`config.mk`:
```
export PLATFORM = sky130hd
export DESIGN_NAME = pci_role_ctrl
export DESIGN_NICKNAME = d
export VERILOG_FILES = /design/src/rtl/pci_pkg.sv /design/src/rtl/pci_phase_counter.sv /design/src/rtl/pci_role_ctrl.sv
export SDC_FILE = /design/constraint.sdc
export NUM_CORES = 1
export LEC_CHECK = 0
export CAP_MARGIN = 10
export CORE_MARGIN = 2
export CORE_UTILIZATION = 30
export CTS_CLUSTER_SIZE = 24
export DETAILED_ROUTE_END_ITERATION = 7
export PLACE_DENSITY_LB_ADDON = 0.1
export SLEW_MARGIN = 20
export SYNTH_ARGS = -nofsm -noshare
export SYNTH_HDL_FRONTEND = slang
export SYNTH_HIERARCHICAL = 1
export SYNTH_SLANG_ARGS = --single-unit
export TNS_END_PERCENT = 30
```
`constraint.sdc`:
```
create_clock -name CLK -period 1.8 [get_ports CLK]
set_input_delay 0.36 -clock CLK [delete_from_list [all_inputs] [get_ports CLK]]
set_output_delay 0.36 -clock CLK [all_outputs]
set_load 0.05 [all_outputs]
```
`src/rtl/pci_pkg.sv`:
```
// pci_pkg: shared types and constants for the PCI bus-role controller.
//   pci_state_e    - controller state encoding (idle, address, data, turnaround, slave)
//   DEVSEL_TIMEOUT - DATA cycle on which a master abort is declared if DEVSEL# is still high
package pci_pkg;

    typedef enum logic [2:0] {
        StIdle,
        StAddr,
        StData,
        StTurn,
        StSlave
    } pci_state_e;

    localparam int unsigned DEVSEL_TIMEOUT = 5;

endpackage

```
`src/rtl/pci_phase_counter.sv`:
```
// pci_phase_counter: remaining-data-phase counter for a master burst.
//   clk, rst   - bus clock, synchronous active-high reset
//   load, len  - load the requested length (0 -> 1, >MAX_BURST -> MAX_BURST)
//   dec        - one data phase completed
//   rem        - phases still to transfer
//   last       - rem == 1 (current phase is the final one)
//   next_last  - rem == 2 (a completion now makes the next phase the final one)
module pci_phase_counter
    import pci_pkg::*;
#(
    parameter int unsigned MAX_BURST = 8,
    parameter int unsigned CNT_W     = $clog2(MAX_BURST + 1)
) (
    input  logic             clk,
    input  logic             rst,
    input  logic             load,
    input  logic             dec,
    input  logic [CNT_W-1:0] len,
    output logic [CNT_W-1:0] rem,
    output logic             last,
    output logic             next_last
);

    logic [CNT_W-1:0] rem_q;
    logic [CNT_W-1:0] len_clamped;

    always_comb begin
        len_clamped = len;
        if (len == '0) begin
            len_clamped = CNT_W'(1);
        end else if (len > CNT_W'(MAX_BURST)) begin
            len_clamped = CNT_W'(MAX_BURST);
        end
    end

    always_ff @(posedge clk) begin
        if (rst) begin
            rem_q <= '0;
        end else if (load) begin
            rem_q <= len_clamped;
        end else if (dec && (rem_q != '0)) begin
            rem_q <= rem_q - 1'b1;
        end
    end

    assign rem       = rem_q;
    assign last      = (rem_q == CNT_W'(1));
    // Integer compare keeps this correct when CNT_W is too narrow to hold 2.
    assign next_last = (int'(rem_q) == 2);

endmodule

```
`src/rtl/pci_role_ctrl.sv`:
```
// pci_role_ctrl: PCI bus-role controller and FRAME#/IRDY# sequencer.
// Chooses initiator or target role from GNT#/IDSEL, runs a master burst of up
// to MAX_BURST data phases and pulses DONE when the master transaction ends.
// Optional master-abort timer: define PCI_MASTER_ABORT_EN.
//   CLK, RST          - bus clock, synchronous active-high reset
//   REQ, BURST_LEN    - start a master transaction of BURST_LEN phases (IDLE only)
//   GNT, IDSEL        - arbiter grant (active low), target select (active high)
//   TRDY, DEVSEL      - target ready / target claim (active low)
//   SLV_DONE          - target datapath finished, leave SLAVE
//   S_M               - 1 = master, 0 = slave/idle
//   FRAME, IRDY       - FRAME#, IRDY# (active low)
//   BUSY, DONE, ABORT - not idle; end-of-master pulse; master-abort pulse
// All outputs are registered and aligned with the state they describe.
module pci_role_ctrl
    import pci_pkg::*;
#(
    parameter int unsigned MAX_BURST = 8,
    parameter int unsigned CNT_W     = $clog2(MAX_BURST + 1)
) (
    input  logic             CLK,
    input  logic             RST,
    input  logic             REQ,
    input  logic [CNT_W-1:0] BURST_LEN,
    input  logic             GNT,
    input  logic             IDSEL,
    input  logic             TRDY,
    input  logic             DEVSEL,
    input  logic             SLV_DONE,
    output logic             S_M,
    output logic             FRAME,
    output logic             IRDY,
    output logic             BUSY,
    output logic             DONE,
    output logic             ABORT
);

    pci_state_e state_q;
    logic s_m_q, frame_q, irdy_q, busy_q, done_q, abort_q;

    logic             load, dec;
    logic [CNT_W-1:0] rem;
    logic             last, next_last;
    logic             abort_now, abort_warn;

    // Master request wins over target select.
    assign load = (state_q == StIdle) && REQ && !GNT;
    // IRDY# is low throughout DATA, so TRDY# low completes a phase.
    assign dec  = (state_q == StData) && !TRDY && !abort_now;

    pci_phase_counter #(
        .MAX_BURST (MAX_BURST),
        .CNT_W     (CNT_W)
    ) u_phase_counter (
        .clk       (CLK),
        .rst       (RST),
        .load      (load),
        .dec       (dec),
        .len       (BURST_LEN),
        .rem       (rem),
        .last      (last),
        .next_last (next_last)
    );

`ifdef PCI_MASTER_ABORT_EN
    logic [2:0] dev_cnt_q;
    logic       claimed_q;

    // Counts DATA cycles without a DEVSEL# claim; once claimed, never aborts.
    always_ff @(posedge CLK) begin
        if (RST || (state_q != StData)) begin
            dev_cnt_q <= '0;
            claimed_q <= 1'b0;
        end else if (!DEVSEL) begin
            dev_cnt_q <= '0;
            claimed_q <= 1'b1;
        end else if (!claimed_q && (dev_cnt_q != 3'(DEVSEL_TIMEOUT - 1))) begin
            dev_cnt_q <= dev_cnt_q + 3'd1;
        end
    end

    assign abort_now  = (state_q == StData) && DEVSEL && !claimed_q &&
                        (dev_cnt_q == 3'(DEVSEL_TIMEOUT - 1));
    // One cycle early so FRAME# is already high on the aborting cycle.
    assign abort_warn = (state_q == StData) && DEVSEL && !claimed_q &&
                        (dev_cnt_q == 3'(DEVSEL_TIMEOUT - 2));
`else
    logic unused_devsel;
    assign unused_devsel = DEVSEL;
    assign abort_now     = 1'b0;
    assign abort_warn    = 1'b0;
`endif

    logic [CNT_W-1:0] unused_rem;
    assign unused_rem = rem;

    always_ff @(posedge CLK) begin
        if (RST) begin
            state_q <= StIdle;
            s_m_q   <= 1'b0;
            frame_q <= 1'b1;
            irdy_q  <= 1'b1;
            busy_q  <= 1'b0;
            done_q  <= 1'b0;
            abort_q <= 1'b0;
        end else begin
            done_q  <= 1'b0;
            abort_q <= 1'b0;
            unique case (state_q)
                StIdle: begin
                    if (REQ && !GNT) begin
                        state_q <= StAddr;
                        s_m_q   <= 1'b1;
                        frame_q <= 1'b0;
                        irdy_q  <= 1'b1;
                        busy_q  <= 1'b1;
                    end else if (IDSEL && GNT) begin
                        state_q <= StSlave;
                        busy_q  <= 1'b1;
                    end
                end
                StAddr: begin
                    state_q <= StData;
                    irdy_q  <= 1'b0;
                    frame_q <= last;
                end
                StData: begin
                    if (abort_now) begin
                        state_q <= StTurn;
                        frame_q <= 1'b1;
                        irdy_q  <= 1'b1;
                        done_q  <= 1'b1;
                        abort_q <= 1'b1;
                    end else begin
                        if (!TRDY) begin
                            if (last) begin
                                state_q <= StTurn;
                                frame_q <= 1'b1;
                                irdy_q  <= 1'b1;
                                done_q  <= 1'b1;
                            end else begin
                                frame_q <= next_last;
                            end
                        end
                        if (abort_warn) begin
                            frame_q <= 1'b1;
                        end
                    end
                end
                StTurn: begin
                    state_q <= StIdle;
                    s_m_q   <= 1'b0;
                    busy_q  <= 1'b0;
                end
                StSlave: begin
                    if (SLV_DONE) begin
                        state_q <= StIdle;
                        busy_q  <= 1'b0;
                    end
                end
                default: begin
                    state_q <= StIdle;
                end
            endcase
        end
    end

    assign S_M   = s_m_q;
    assign FRAME = frame_q;
    assign IRDY  = irdy_q;
    assign BUSY  = busy_q;
    assign DONE  = done_q;
    assign ABORT = abort_q;

endmodule

```
==> impl_metrics.tcl, run 1 <==
set metrics [dict create \
    postLayoutCoreUtil 0.4088 \
    final-hold-violation-count 0 \
    drc_errors 0 \
    first_global_vias 657 \
    leakagePower_uw 0.0004073 \
    clk_transition_reported_paths_ns 0.08 \
    dieArea_um2 3004 \
    grt_overflow_total 0 \
    post_cts_sizing 0 \
    synth_area_per_cell_um2 8.605 \
    clk_latency_ns 0.27 \
    cts_hold_repair.buffers 0 \
    final_antenna_net_count 0 \
    clock_sinks 12 \
    tns_ns 0 \
    global_route_usage_sum 0.1359 \
    crit_path_max_fanout 8 \
    synthesis.nets 105 \
    floorplan.die.width_um 54.81 \
    final_count_of_pins_violating_max_slew 0 \
    synthCells 90 \
    post_drt_wl_per_cell_um 11.73 \
    vias 695 \
    peak_clock_frequency_supported_by_timing_mhz 633.7 \
    worstPathBufferInverterCount 2 \
    placement.io_buffers 15 \
    post_cts_buffers 0 \
    netlist_area_pre_place_um2 774.5 \
    place_ws_ns -0.03920 \
    pwr_density_cell_nw_per_um2 715.3 \
    layout-drive-gt1-share 0.2523 \
    clk_root_buffer_cell "sky130_fd_sc_hd__clkbuf_4" \
    tritoncts "built" \
    grt_max_degree 17 \
    rsz0062_at_grt "no" \
    cts.path.max_buffers 2 \
    critical-path-top-delay-family "buffers and inverters" \
    critical_path_required_ns 1.98 \
    gp_routability_congestion 0.7621 \
    avgViaCountPerCell 4.929 \
    reg2reg_setup_slack_ns 0.25 \
    routed_wl_um 1654 \
    drv.max_cap_violation_count 0 \
    ios 18 \
    critical-path-max-stage-delay_ns 0.41 \
    layout.cells.non_filler 141 \
    cts_made_buffers 3 \
    dp_hpwl_um 1311 \
    yosys_warnings 6 \
    critical_path.cell_chain "clkdlybuf4s50_1 > nand2b_1 > nor4_1 > buf_4 > nor2b_1 > o211ai_1 > o311ai_2" \
    final_common_cell "sky130_fd_sc_hd__buf_4" \
    floorplan.core_area_um2 2455 \
    critPathArrivalTime_ns 1.76 \
    initial_utilization 0.3155 \
    synth_async_sr_flop_share 0 \
    yosysSeqAreaShare 0.3102 \
    path_class "in -> reg" \
    ctsHtreeMaxLevel 1 \
    die_ht_um 54.81 \
    worst_ir_drop_vdd_v 0.0003334 \
    initial_antenna_violation_count 0 \
    synth_enable_flop_cells 0 \
    core.rowCount 18 \
    numPlacedInstances 137 \
    synth_cell_type_count 40 \
    dr.pass1.iters 4 \
    nets 127 \
    postSynthRegisterBits 12 \
    final-setup-viol-count 0 \
    post-route-min-period_ns 1.578 \
    synth_top_flop_cell "sky130_fd_sc_hd__dfxtp_1" \
    period_share 0.8766 \
    crit_path_top_delay_cell "sky130_fd_sc_hd__clkdlybuf4s50_1" \
    detail_route.iter0.violations 8 \
    worstSetupStartpointType "primary input" \
    hold_path_class "reg -> reg" \
    areaGrowthSynthToFinish_pct 29.56 \
    num_antenna_cells 0 \
    final_cell_mix "sky130_fd_sc_hd__buf_4, sky130_fd_sc_hd__dfxtp_1, sky130_fd_sc_hd__clkdlybuf4s50_1" \
    grt_first_pass_wirelength_um 2849 \
    end_kind "flip-flop" \
    worst_slack_ns 0.2221 \
    clock-skew-final_ns 0.002728 \
    status "complete, no violations" \
]
-- worst reg2reg max path: stages, from the launching register on --
cell	delay, ns
sky130_fd_sc_hd__dfxtp_1	0.35
sky130_fd_sc_hd__inv_1	0.09
sky130_fd_sc_hd__ha_1	0.20
sky130_fd_sc_hd__or3b_4	0.42
sky130_fd_sc_hd__and2_1	0.18
sky130_fd_sc_hd__o311ai_2	0.23
-- cell type report --
cell class | instances | area, um2
inverters | 8 | 30.03
repair buffers | 23 | 197.7
well taps | 30 | 37.54
flip-flops and latches | 12 | 240.2
multi-input cells | 64 | 461.7
clock buffers | 4 | 36.28
fillers | 262 | 1451
-- power by group --
group | internal (uW) | leakage (uW) | total [uW] | switching (uW)
logic | 94.3 | 0.000288 | 204 | 110
clock network | 123 | 0.0000210 | 216 | 93.7
registers | 284 | 0.0000984 | 297 | 13.1
total | 501 | 0.000407 | 718 | 217
-- synth_stat cells (2+ instances only) --
| cell type | instances | area [um2] |
|---|---|---|
| sky130_fd_sc_hd__or3b_4 | 2 | 22.52 |
| sky130_fd_sc_hd__and2_1 | 3 | 18.77 |
| sky130_fd_sc_hd__a31oi_1 | 2 | 12.51 |
| sky130_fd_sc_hd__a211oi_1 | 3 | 22.52 |
| sky130_fd_sc_hd__nor4_1 | 2 | 12.51 |
| sky130_fd_sc_hd__nor2b_1 | 3 | 18.77 |
| sky130_fd_sc_hd__ha_1 | 3 | 37.54 |
| sky130_fd_sc_hd__mux2i_1 | 2 | 20.02 |
| sky130_fd_sc_hd__nor3b_1 | 2 | 15.01 |
| sky130_fd_sc_hd__nor3_1 | 3 | 15.01 |
| sky130_fd_sc_hd__a2111oi_0 | 2 | 17.52 |
| sky130_fd_sc_hd__inv_1 | 8 | 30.03 |
| sky130_fd_sc_hd__buf_6 | 2 | 22.52 |
| sky130_fd_sc_hd__dfxtp_1 | 12 | 240.2 |
| sky130_fd_sc_hd__a21oi_1 | 4 | 20.02 |
| sky130_fd_sc_hd__nor2_1 | 9 | 33.78 |
| sky130_fd_sc_hd__or2_2 | 2 | 12.51 |
| sky130_fd_sc_hd__nand2_1 | 3 | 11.26 |
| sky130_fd_sc_hd__nand3_1 | 2 | 10.01 |
-- through the flow --
stage               hold slack [ns]  power (uW)  instance area (um2)
floorplan                    0.4291       441.6                774.5
global placement             0.4715       508.1                967.2
detailed placement           0.4769       509.4                967.2
CTS                          0.4888       730.7                 1003
global route                 0.5251       768.9                 1003
finish                       0.4811       717.8                 1003
-- logic make-up (layout without fill, tap and decap cells) --
group           Yosys count  after routing  synth area share
simple gates             35             35            0.2746
compound gates           21             21            0.2165
buf+inv                  14             35           0.09369
flops                    12             12            0.3102
fa+ha+maj                 3              3           0.04847
mux                       3              3           0.04039
other cells               1              1          0.004842
xor+xnor                  1              1           0.01131
-- routing by layer --
metal	up-vias	global-route usage	part of all wire
met4	0	0.06250	0.0091
met5	-	0	0
li1	367	-	-
met3	2	0.03279	0.047
met2	12	0.2183	0.48
met1	314	0.1694	0.46
-- registers in the layout, indices dropped and copies added, names as in the netlist --
signal               flops
BUSY                     1
DONE                     1
FRAME                    1
IRDY                     1
S_M                      1
state_q                  3
u_phase_counter/rem      4
-- final timing paths --
path,startpoint,to,cells after the start
setup / recovery,GNT,u_phase_counter/rem[0],7
hold / removal,S_M,S_M,2
setup reg to reg,u_phase_counter/rem[1],u_phase_counter/rem[0],5
hold reg to reg,S_M,S_M,2
(Power assumes the default switching activity.)
==> inputs of run 2 (changes only) <==
--- a/config.mk
+++ b/config.mk
@@ -10,6 +10,7 @@
 export CORE_UTILIZATION = 30
 export CTS_CLUSTER_SIZE = 24
 export DETAILED_ROUTE_END_ITERATION = 7
+export GPL_TIMING_DRIVEN = 0
 export PLACE_DENSITY_LB_ADDON = 0.1
 export SLEW_MARGIN = 20
 export SYNTH_ARGS = -nofsm -noshare
==> impl_metrics.tcl, run 2 (synthesis gave the netlist of run 1 again) <==
set metrics [dict create \
    worst_slack_ns 0.1183 \
    reg2reg_setup_slack_ns 0.19 \
    cts_made_buffers 3 \
    crit_path_top_delay_cell "sky130_fd_sc_hd__clkdlybuf4s50_1" \
    clk_root_buffer_cell "sky130_fd_sc_hd__clkbuf_4" \
    hold_path_class "reg -> reg" \
    slew-limit-headroom 0.6649 \
    clk_latency_ns 0.27 \
    hold_ws_ns 0.4881 \
    critical_path_required_ns 1.98 \
    first_global_vias 596 \
    final-setup-viol-count 0 \
    post-route-min-period_ns 1.682 \
    vias 690 \
    dp_hpwl_um 1211 \
    drv.max_cap_violation_count 0 \
    placement.io_buffers 15 \
    pwr_density_cell_nw_per_um2 691.9 \
    initial_utilization 0.3155 \
    critical-path-max-stage-delay_ns 0.46 \
    cts_hold_repair.buffers 0 \
    place_ws_ns -0.2390 \
    layout-drive-gt1-share 0.2000 \
    routed_wl_um 1535 \
    initial_antenna_violation_count 0 \
    worstPathBufferInverterCount 2 \
    timing.critical_path.to "u_phase_counter/rem[0]" \
    largest_reg_flops 4 \
    final_antenna_net_count 0 \
    grt_first_pass_wirelength_um 2539 \
    worstSetupStartpointType "primary input" \
    num_antenna_cells 0 \
    floorplan.core_area_um2 2455 \
    critical_path.reg2reg.startpoint "state_q[1]" \
    critical_path.startpoint "GNT" \
    critical-path-top-delay-family "buffers and inverters" \
    global_route_usage_sum 0.1200 \
    status "complete, no violations" \
    grt_max_degree 11 \
    critPathArrivalTime_ns 1.86 \
    leakagePower_uw 0.0004361 \
    post_drt_wl_per_cell_um 10.96 \
    nets 126 \
    dieArea_um2 3004 \
    cts.path.max_buffers 2 \
    areaGrowthSynthToFinish_pct 33.28 \
    final_cell_mix "sky130_fd_sc_hd__dfxtp_1, sky130_fd_sc_hd__clkdlybuf4s50_1, sky130_fd_sc_hd__nor2_1, sky130_fd_sc_hd__inv_1" \
    detail_route.iter0.violations 7 \
    floorplan.die.width_um 54.81 \
    core.rowCount 18 \
    period_share 0.9343 \
    critical_path.cell_chain "clkdlybuf4s50_1 > nand2b_1 > nor4_1 > clkbuf_2 > nor2b_1 > o211ai_1 > o311ai_2" \
    worst_ir_drop_vdd_v 0.0003252 \
    clock-skew-final_ns 0.001444 \
    end_kind "flip-flop" \
    gp_routability_congestion 0.7154 \
    die_ht_um 54.81 \
    tightest_slew_ns 0.5018 \
    ios 18 \
    r2r.worst_path.cells 7 \
    peak_clock_frequency_supported_by_timing_mhz 594.6 \
    regToRegEndpoint "u_phase_counter/rem[2]" \
    grt_overflow_total 0 \
    crit_path_max_fanout 8 \
    drc_errors 0 \
    avgViaCountPerCell 4.929 \
    final_count_of_pins_violating_max_slew 0 \
    tritoncts "built" \
    final_common_cell "sky130_fd_sc_hd__dfxtp_1" \
    dr.pass1.iters 2 \
    path_class "in -> reg" \
    crit_cells 7 \
    clk_transition_reported_paths_ns 0.08 \
    final-hold-violation-count 0 \
    ctsHtreeMaxLevel 1 \
    clock_sinks 12 \
]
## run 2: cell types whose count changed in the layout (fill, tap and decap cells not counted), sizes merged
cell	delta
dlymetal6s2s	+4
dlygate4sd2	+1
buf	-7
clkbuf	+1
## run 2: power by group
| group | internal (uW) | switching, uW |
|---|---|---|
| Sequential | 284 | 14.5 |
| Clock | 123 | 90.5 |
| Combinational | 94.4 | 108 |
## run 2: repair_timing
item | in CTS | in global routing
pin swaps | 0 | 1
endpoints found under the setup margin | 2 | 7
buffers inserted | 0 | 1
resized for setup | 3 | 6
## run 2: worst register-to-register path, stage by stage (launching register included)
cell and delay, ns:
sky130_fd_sc_hd__dfxtp_1 0.33, sky130_fd_sc_hd__buf_6 0.13, sky130_fd_sc_hd__or3b_4 0.42, sky130_fd_sc_hd__nor2_4 0.12
sky130_fd_sc_hd__buf_4 0.14, sky130_fd_sc_hd__and4b_2 0.22, sky130_fd_sc_hd__o21ai_1 0.07, sky130_fd_sc_hd__a21oi_1 0.12
## run 2: metal layers
metal | vias up | routed length [um] | GRT usage
met5 | - | 0 | 0
met4 | 0 | 15 | 0.06250
met3 | 2 | 91 | 0.03279
met2 | 12 | 737 | 0.2083
met1 | 317 | 691 | 0.1314
li1 | 359 | - | -
## run 2: cell type report
type                            instances  area, um2
Buffer                                  6      43.79
Sequential cell                        12      240.2
Tap cell                               30      37.54
Clock buffer                            4      36.28
Inverter                                8      30.03
Multi-Input combinational cell         64      478.0
Fill cell                             253       1423
Timing Repair Buffer                   16      166.4
## run 2: worst min path at each step
stage	start	end	slack [ns]	depth (start not counted)
after floorplan	RST	u_phase_counter/rem[2]	0.43	1
after global placement	S_M	S_M	0.48	2
after detailed placement	S_M	S_M	0.49	2
after CTS	S_M	S_M	0.50	2
after global routing	S_M	S_M	0.53	2
final	S_M	S_M	0.49	2
## run 2: metrics by stage
step	total power, uW	utilization	area (um2)	cells	TNS [ns]
floorplan	441.6	-	774.5	90	0
global placement	506.1	0.3919	962.2	135	-0.5650
detailed placement	506.3	0.3919	962.2	135	-0.6513
CTS	727.2	0.4093	1005	139	0
global route	768.1	0.4205	1032	140	-0.0007239
finish	714.2	0.4205	1032	140	0
==> inputs of run 3 (changes only) <==
--- a/config.mk
+++ b/config.mk
@@ -6,7 +6,6 @@
 export NUM_CORES = 1
 export LEC_CHECK = 0
 export CAP_MARGIN = 10
-export CORE_MARGIN = 2
 export CORE_UTILIZATION = 30
 export CTS_CLUSTER_SIZE = 24
 export DETAILED_ROUTE_END_ITERATION = 7
==> impl_metrics.tcl, run 3 (synthesis gave the netlist of run 1 again) <==
set metrics [dict create \
    post_drt_wl_per_cell_um 11.62 \
    dr.pass1.iters 4 \
    areaGrowthSynthToFinish_pct 30.69 \
    critical-path-top-delay-family "buffers and inverters" \
    drv.max_cap_violation_count 0 \
    tritoncts "built" \
    grt_max_degree 11 \
    largest_reg_flops 4 \
    final-setup-viol-count 0 \
    cts_made_buffers 3 \
    crit_path_max_fanout 1 \
    die_ht_um 52.81 \
    ctsHtreeMaxLevel 1 \
    initial_antenna_violation_count 0 \
    first_global_vias 630 \
    fin_total_pwr_uw 671.5 \
    slew-limit-headroom 0.6673 \
    floorplan.die.width_um 52.81 \
    status "complete, no violations" \
    post-route-min-period_ns 1.739 \
    clock_sinks 12 \
    worst_ir_drop_vdd_v 0.0003001 \
    drc_errors 0 \
    register_area_um2 240.2 \
    routed_wl_um 1604 \
    clk_latency_ns 0.27 \
    nets 125 \
    critical-path-max-stage-delay_ns 0.79 \
    final_antenna_net_count 0 \
    clock-skew-final_ns 0.007220 \
    critical_path_required_ns 1.44 \
    rsz0062_at_grt "yes" \
    clk_transition_reported_paths_ns 0.08 \
    multi_input_combinational_cell_area_um2 478.0 \
    floorplan.core_area_um2 2455 \
    final_count_of_pins_violating_max_slew 0 \
    placement.io_buffers 15 \
    clk_root_buffer_cell "sky130_fd_sc_hd__clkbuf_4" \
    worst_slack_ns 0.06144 \
    avgViaCountPerCell 5.000 \
    layout-drive-gt1-share 0.1852 \
    hold_path_class "reg -> reg" \
    ios 18 \
    core.rowCount 18 \
    num_antenna_cells 0 \
    layout.cells.non_filler 138 \
    gp_routability_congestion 0.7303 \
    peak_clock_frequency_supported_by_timing_mhz 575.2 \
    final_common_cell "sky130_fd_sc_hd__dfxtp_1" \
    crit_path_top_delay_cell "sky130_fd_sc_hd__clkdlybuf4s50_1" \
    tns_ns 0 \
    period_share 0.9659 \
    initial_utilization 0.3155 \
    vias 690 \
    worstSetupStartpointType "flip-flop" \
    critPathArrivalTime_ns 1.38 \
    grt_first_pass_wirelength_um 2691 \
    final-hold-violation-count 0 \
    dp_hpwl_um 1207 \
    hold_ws_ns 0.4882 \
    place_ws_ns -0.2288 \
    cts.path.max_buffers 2 \
    end_kind "primary output" \
    grt_overflow_total 0 \
    detail_route.iter0.violations 6 \
    final_cell_mix "sky130_fd_sc_hd__dfxtp_1, sky130_fd_sc_hd__clkdlybuf4s50_1, sky130_fd_sc_hd__nor2_1, sky130_fd_sc_hd__inv_1" \
    tightest_slew_ns 0.4982 \
    path_class "reg -> out" \
    pwr_density_cell_nw_per_um2 663.4 \
    dieArea_um2 2789 \
    worstPathBufferInverterCount 1 \
    leakagePower_uw 0.0004175 \
    fillCellCount 267 \
    global_route_usage_sum 0.1354 \
    numPlacedInstances 135 \
    critical_path.cell_chain "clkdlybuf4s50_1" \
]
==> run 3: path summary, 6_finish.rpt <==
check / start / endpoint / slack [ns] / cells after the start
max: DONE / DONE / 0.06 / 1
min: S_M / S_M / 0.49 / 2
min reg2reg: S_M / S_M / 0.49 / 2
max reg2reg: state_q[1] / u_phase_counter/rem[3] / 0.10 / 6
==> run 3: area by class of cell <==
cell class	instances	share of cell area
multi-input cells	64	0.4722
repair buffers	15	0.1582
flip-flops and latches	12	0.2373
plain buffers	6	0.04326
inverters	8	0.02967
clock buffers	3	0.02225
well taps	30	0.03708
==> run 3: report_power, final <==
part | total (uW) | internal [uW] | leakage [uW] | switching [uW]
clock | 169 | 77.4 | 0.0000138 | 91.7
combinational | 204 | 94.6 | 0.000305 | 109
sequential | 299 | 284 | 0.0000984 | 14.6
==> run 3: through the flow <==
step / utilization / instance area [um2]
final: 0.4123 / 1012
after global routing: 0.4123 / 1012
after CTS: 0.4042 / 992.2
after detailed placement: 0.3919 / 962.2
after global placement: 0.3919 / 962.2
after floorplan: - / 774.5
==> run 3: metal layers <==
layer | share of wire | track usage
met1 | 0.47 | 0.1552
met2 | 0.47 | 0.2300
met3 | 0.054 | 0.02609
met4 | 0.0062 | 0.07895
met5 | 0 | 0
==> run 3: what timing repair did <==
action                     in CTS  in global routing
buffers inserted                0                  0
hold buffers                    0                  0
setup endpoints to repair       1                  6
hold endpoints to repair        0                  0
resized for setup               2                  6
==> RTL change 1, RTL diff (settings of run 3) <==
`MAX_BURST` is set to 8 in 2 places; all go to 4.
--- a/src/rtl/pci_phase_counter.sv
+++ b/src/rtl/pci_phase_counter.sv
@@ -8,7 +8,7 @@
 module pci_phase_counter
     import pci_pkg::*;
 #(
-    parameter int unsigned MAX_BURST = 8,
+    parameter int unsigned MAX_BURST = 4,
     parameter int unsigned CNT_W     = $clog2(MAX_BURST + 1)
 ) (
     input  logic             clk,
--- a/src/rtl/pci_role_ctrl.sv
+++ b/src/rtl/pci_role_ctrl.sv
@@ -14,7 +14,7 @@
 module pci_role_ctrl
     import pci_pkg::*;
 #(
-    parameter int unsigned MAX_BURST = 8,
+    parameter int unsigned MAX_BURST = 4,
     parameter int unsigned CNT_W     = $clog2(MAX_BURST + 1)
 ) (
     input  logic             CLK,
Ports: changed (resized BURST_LEN); port bits go from 18 to 17. The function was not compared with the original's and may differ.
==> RTL change 1 against run 3 <==
- hold slack better by 6.7 ps
- synthesized area shrank 10%
- sequential cell count is 1 lower
- core utilization up 1.1 points
- non-clock buffer count is 2 lower
- total power fell by 3.8%
- count of clock-buffer cells in the layout stayed put
- cell area down 8.4%
- wire length down 11%
- setup slack better by 11 ps
==> RTL change 1: results (changes against run 3) <==
Yosys
  – Cell types with the largest area share after synthesis: dfxtp_1, ha_1, nor2b_1, buf_6, nor2_1 (was dfxtp_1, ha_1, nor2_1, inv_1, a211oi_1)
  – Xor and xnor area share after synthesis: 1.26% (was 1.13%)
  – Netlist cell types: 39 (was 40)
  – Proportion of synthesized area in mux cells: 3.06% (was 4.04%)
  – Nets in the synthesized netlist: 92 (was 105)
  – Share of the synthesized area in compound gates (AO/OA/AOI/OAI): 20.5% (was 21.6%)
  – Leading post-synthesis cells by instance count: dfxtp_1, nor2_1, inv_1 (unchanged)
  – Adder-cell share of the synthesized area: 7.19% (was 4.85%)
  – Fraction of the yosys area taken by sequential cells: 31.7% (was 31.0%)
  – Proportion of netlist area held by the largest area contributor: 31.7% (was 31.0%)

Detailed routing
  – Post-DR vias/cell: 4.83 (was 5.00)
  – Detailed Routing Iterations Pass 1: 2 (was 4)
  – Final routed wirelength across all metal layers: 1430 µm (was 1600 µm)
  – DRC marker count from the first detailed-route iteration: 2 (was 6)

Placed design
  – IO Port Bufs: 14 (was 15)
  – Final HPWL DP: 1070 µm (was 1210 µm)
  – Post-placement setup slack: -616 ps (was -229 ps)
  – Weighted congestion at the end of routability-driven global placement: 0.729 (was 0.730)

Worst hold path
  – Hold Crit Class: flip-flop to flip-flop (unchanged)
  – Startpoint of the most critical hold path: S_M (unchanged)

Final layout
  – Filler Cell Count: 233 (was 267)
  – Layout cells sized above 1: 21.1% (was 18.5%)
  – Final #Nets: 111 (was 125)

Global route
  – Total GRT Usage: 13.3% (was 13.5%)
  – Wire length of the first global-routing pass: 2530 µm (was 2690 µm)
  – Number of antenna violations at the first check in global routing: 0 (unchanged)
  – Via count of the first global-routing pass: 613 (was 630)

Timing
  – Layout Skew: 11.8 ps (was 7.22 ps)
  – Worst max-slew margin expressed relative to the limit: 66.6% (was 66.7%)

Clock network
  – Root Buffer: clkbuf_4 (unchanged)
  – Total CTS buffers: 3 (unchanged)

Run status
  – Outcome: completed (unchanged)

Power
  – Highest ir drop seen on vdd: 0.000290 V (was 0.000300 V)
  – Leakage power figure: 0.000371 µW (was 0.000418 µW)
==> RTL change 1: layout make-up <==
| class | count | area [µm²] | area share [%] |
|---|---|---|---|
| Multi-Input combinational cell | 56 | 440 | 47.5 |
| Buffer | 5 | 38.8 | 4.18 |
| Inverter | 5 | 18.8 | 2.02 |
| Clock inverter | 1 | 5.00 | 0.540 |
| Clock buffer | 3 | 22.5 | 2.43 |
| Timing Repair Buffer | 14 | 146 | 15.8 |
| Tap cell | 28 | 35.0 | 3.78 |
| Sequential cell | 11 | 220 | 23.8 |
==> RTL change 1: final timing paths <==
check	end	slack, ps	cells past startpoint
setup reg to reg	u_phase_counter/rem[2]	190	6
hold / removal	S_M	490	2
setup / recovery	DONE	70	1
hold reg to reg	S_M	490	2
==> RTL change 1: power breakdown <==
group | total (µW) | internal, µW | switching, µW
combinational | 196 | 88.7 | 107
clock | 179 | 82.3 | 96.7
sequential | 271 | 261 | 10.4
total | 646 | 432 | 214
==> RTL change 1: per-stage QoR <==
stage | utilization (%) | instances | setup TNS (ps) | area, µm²
floorplan | - | 77 | 0 | 696
global placement | 39.7 | 119 | -1370 | 871
detailed placement | 39.7 | 119 | -1430 | 871
CTS | 41.7 | 123 | 0 | 915
global route | 42.3 | 123 | 0 | 927
finish | 42.3 | 123 | 0 | 927
==> RTL change 1: what timing repair did <==
action / CTS / global route
resized for setup: 4 / 4
pin swaps: 0 / 1
setup endpoints to repair: 4 / 4
buffers inserted: 0 / 0
hold endpoints to repair: 0 / 0
==> RTL change 1: routing by layer <==
| layer | track usage, % | share of wire [%] | vias up |
|---|---|---|---|
| li1 | - | - | 312 |
| met1 | 15.6 | 50 | 274 |
| met2 | 21.6 | 47 | 8 |
| met3 | 3.94 | 3.4 | 0 |
| met4 | 7.14 | 0 | 0 |
| met5 | 0 | 0 | - |
==> RTL change 2, RTL diff (settings of run 3) <==
Without the edit above. The 5 states of `pci_state_e` get a one-hot encoding in 5 bits.
--- a/src/rtl/pci_pkg.sv
+++ b/src/rtl/pci_pkg.sv
@@ -3,12 +3,12 @@
 //   DEVSEL_TIMEOUT - DATA cycle on which a master abort is declared if DEVSEL# is still high
 package pci_pkg;
 
-    typedef enum logic [2:0] {
-        StIdle,
-        StAddr,
-        StData,
-        StTurn,
-        StSlave
+    typedef enum logic [4:0] {
+        StIdle  = 5'b00001,
+        StAddr  = 5'b00010,
+        StData  = 5'b00100,
+        StTurn  = 5'b01000,
+        StSlave = 5'b10000
     } pci_state_e;
 
     localparam int unsigned DEVSEL_TIMEOUT = 5;
Function: same outputs for any inputs over 10 cycles, from zero or initial values and one cycle with RST high; not proved beyond that.
==> RTL change 2 against run 3 <==
- total power increased by 20%
- first-iteration DRC count rose by 130%
- wire length up 24%
- sequential share of layout area grew 0.23 points
- synthesized area up 16%
- cell area rose by 16%
- setup slack better by 55 ps
- combinational power is 11% higher
- hold slack lost 9.7 ps
- sequential cell count up 2
- largest power group unchanged
==> RTL change 2: results (changes against run 3) <==
Power
  – Leakage power figure: 0.000505 µW (was 0.000418 µW)
  – Highest ir drop seen on vdd: 0.000380 V (was 0.000300 V)
  – Proportion of total power due to net switching: 31.3% (was 32.1%)

Yosys
  – Netlist cell types: 42 (was 40)
  – Number of synthesis warnings: 6 (unchanged)
  – Nets in the synthesized netlist: 121 (was 105)
  – Fraction of the yosys area taken by sequential cells: 31.3% (was 31.0%)
  – Cell types with the largest area share after synthesis: dfxtp_1, nor2_1, ha_1, a211oi_1, nor4b_2 (was dfxtp_1, ha_1, nor2_1, inv_1, a211oi_1)
  – Instance count of the mapped netlist: 106 (was 90)
  – Leading post-synthesis cells by instance count: dfxtp_1, nor2_1, inv_1 (unchanged)

Global route
  – Largest net degree at the start of global routing: 11 (unchanged)
  – Via count of the first global-routing pass: 821 (was 630)
  – Wire length of the first global-routing pass: 3600 µm (was 2690 µm)
  – Total GRT Usage: 14.3% (was 13.5%)

Worst setup path
  – Setup slack of the most critical reg-to-reg path: 120 ps (was 100 ps)
  – CP peak stage delay: 390 ps (was 790 ps)
  – Largest fanout of any net on the critical path: 8 (was 1)
  – Arrival time of data at the critical path endpoint: 1870 ps (was 1380 ps)
  – Kind of cell with the highest combined delay on the critical path: simple AND/OR/NAND/NOR gates (was buffers and inverters)
  – Cell with the largest stage delay on the worst path: or3b_4 (was clkdlybuf4s50_1)

Placed design
  – Placed Cells: 152 (was 135)
  – Weighted congestion at the end of routability-driven global placement: 0.744 (was 0.730)
  – IO Port Bufs: 15 (unchanged)
  – Post-placement setup slack: -609 ps (was -229 ps)
  – Placed inst area: 0.00108 mm² (was 962 µm²)
  – Final HPWL DP: 1500 µm (was 1210 µm)

Detailed routing
  – Final routed wirelength across all metal layers: 1990 µm (was 1600 µm)
  – Detailed-route via count: 836 (was 690)
  – Post-DR vias/cell: 5.29 (was 5.00)
  – DRC marker count from the first detailed-route iteration: 14 (was 6)

Final layout
  – Final #Nets: 143 (was 125)
  – Number of flip-flops under the largest register name: 5 (was 4)
  – Number of antenna repair diodes: 0 (unchanged)
  – Register with the most flip-flops: state_q
  – Layout cells sized above 1: 19.7% (was 18.5%)
  – Filler Cell Count: 288 (was 267)
  – Area occupied by multi-input gates: 574 µm² (was 478 µm²)

Run status
  – Outcome: completed (unchanged)

Clock network
  – Total CTS buffers: 3 (unchanged)
  – Level count of the clock H-tree: 1 (unchanged)
  – Clock slew at the register clock pins of the worst setup and hold paths: 80 ps (about the same)
  – Clk_lat worst skew: 270 ps (about the same)

Timing
  – Layout Skew: 1.19 ps (was 7.22 ps)
  – Pin slew with the least headroom to its limit: 500 ps (was 498 ps)
  – Setup WS post-layout: 117 ps (was 61.4 ps)

Worst hold path
  – Hold Crit Class: flip-flop to flip-flop (unchanged)
RTL change 2: kinds of logic after synthesis:
| family | Yosys count | synth area share, % |
|---|---|---|
| multiplexers | 2 | 2.24 |
| AO/OA/AOI/OAI | 25 | 20.7 |
| buffers and inverters | 14 | 6.85 |
| other | 1 | 0.419 |
| AND/OR/NAND/NOR | 47 | 34.3 |
| adder cells (fa/ha/maj) | 3 | 4.20 |
| flip-flops | 14 | 31.3 |
RTL change 2: area by class of cell:
cell class,count,share of cell area (%)
inverter,7,2.24
timing repair buffer,18,15.3
buffer,6,3.19
multi-input combinational,78,48.9
clock buffer,4,3.09
tap,31,3.30
sequential,14,24.0
RTL change 2: per-stage QoR:
stage | setup TNS (ps) | hold WS [ps]
floorplan | 0 | 429
global placement | -1800 | 470
detailed placement | -1890 | 469
CTS | -42.5 | 481
global route | -3.40 | 511
finish | 0 | 479
RTL change 2: path summary, 6_finish.rpt:
| path | endpoint | startpoint | depth (start not counted) |
|---|---|---|---|
| worst max-delay path | u_phase_counter/rem[3] | state_q[2] | 6 |
| worst min-delay path | FRAME | FRAME | 1 |
| worst max register to register | u_phase_counter/rem[3] | state_q[2] | 6 |
| worst min register to register | FRAME | FRAME | 1 |
RTL change 2: what timing repair did:
action / 4_1_cts / 5_1_grt
buffers inserted: 1 / 2
resized for setup: 7 / 10
pin swaps: 3 / 2
endpoints found under the setup margin: 5 / 8
RTL change 2: power by group through the flow:
stage	sequential (µW)	clock, µW	combinational, µW
final	354	223	227
after CTS	354	235	226
after global routing	359	256	252
after detailed placement	356	0	232
after floorplan	388	0	124
after global placement	355	0	232
RTL change 2: worst register-to-register path, cell delays in order, from the launching register on:
cell and delay, ps:
dfxtp_2 330, buf_6 110, or3b_4 390, nor4_4 150
nor4b_4 250, mux2i_1 110, a211oi_1 250
RTL change 2: layer usage:
layer	wire [µm]	share of wire [%]	vias to the layer above	GRT usage, %
li1	-	-	424	-
met1	862	43	395	16.8
met2	1020	51	15	25.4
met3	90	4.5	2	2.30
met4	13	0.65	0	6.27
met5	0	0	-	0
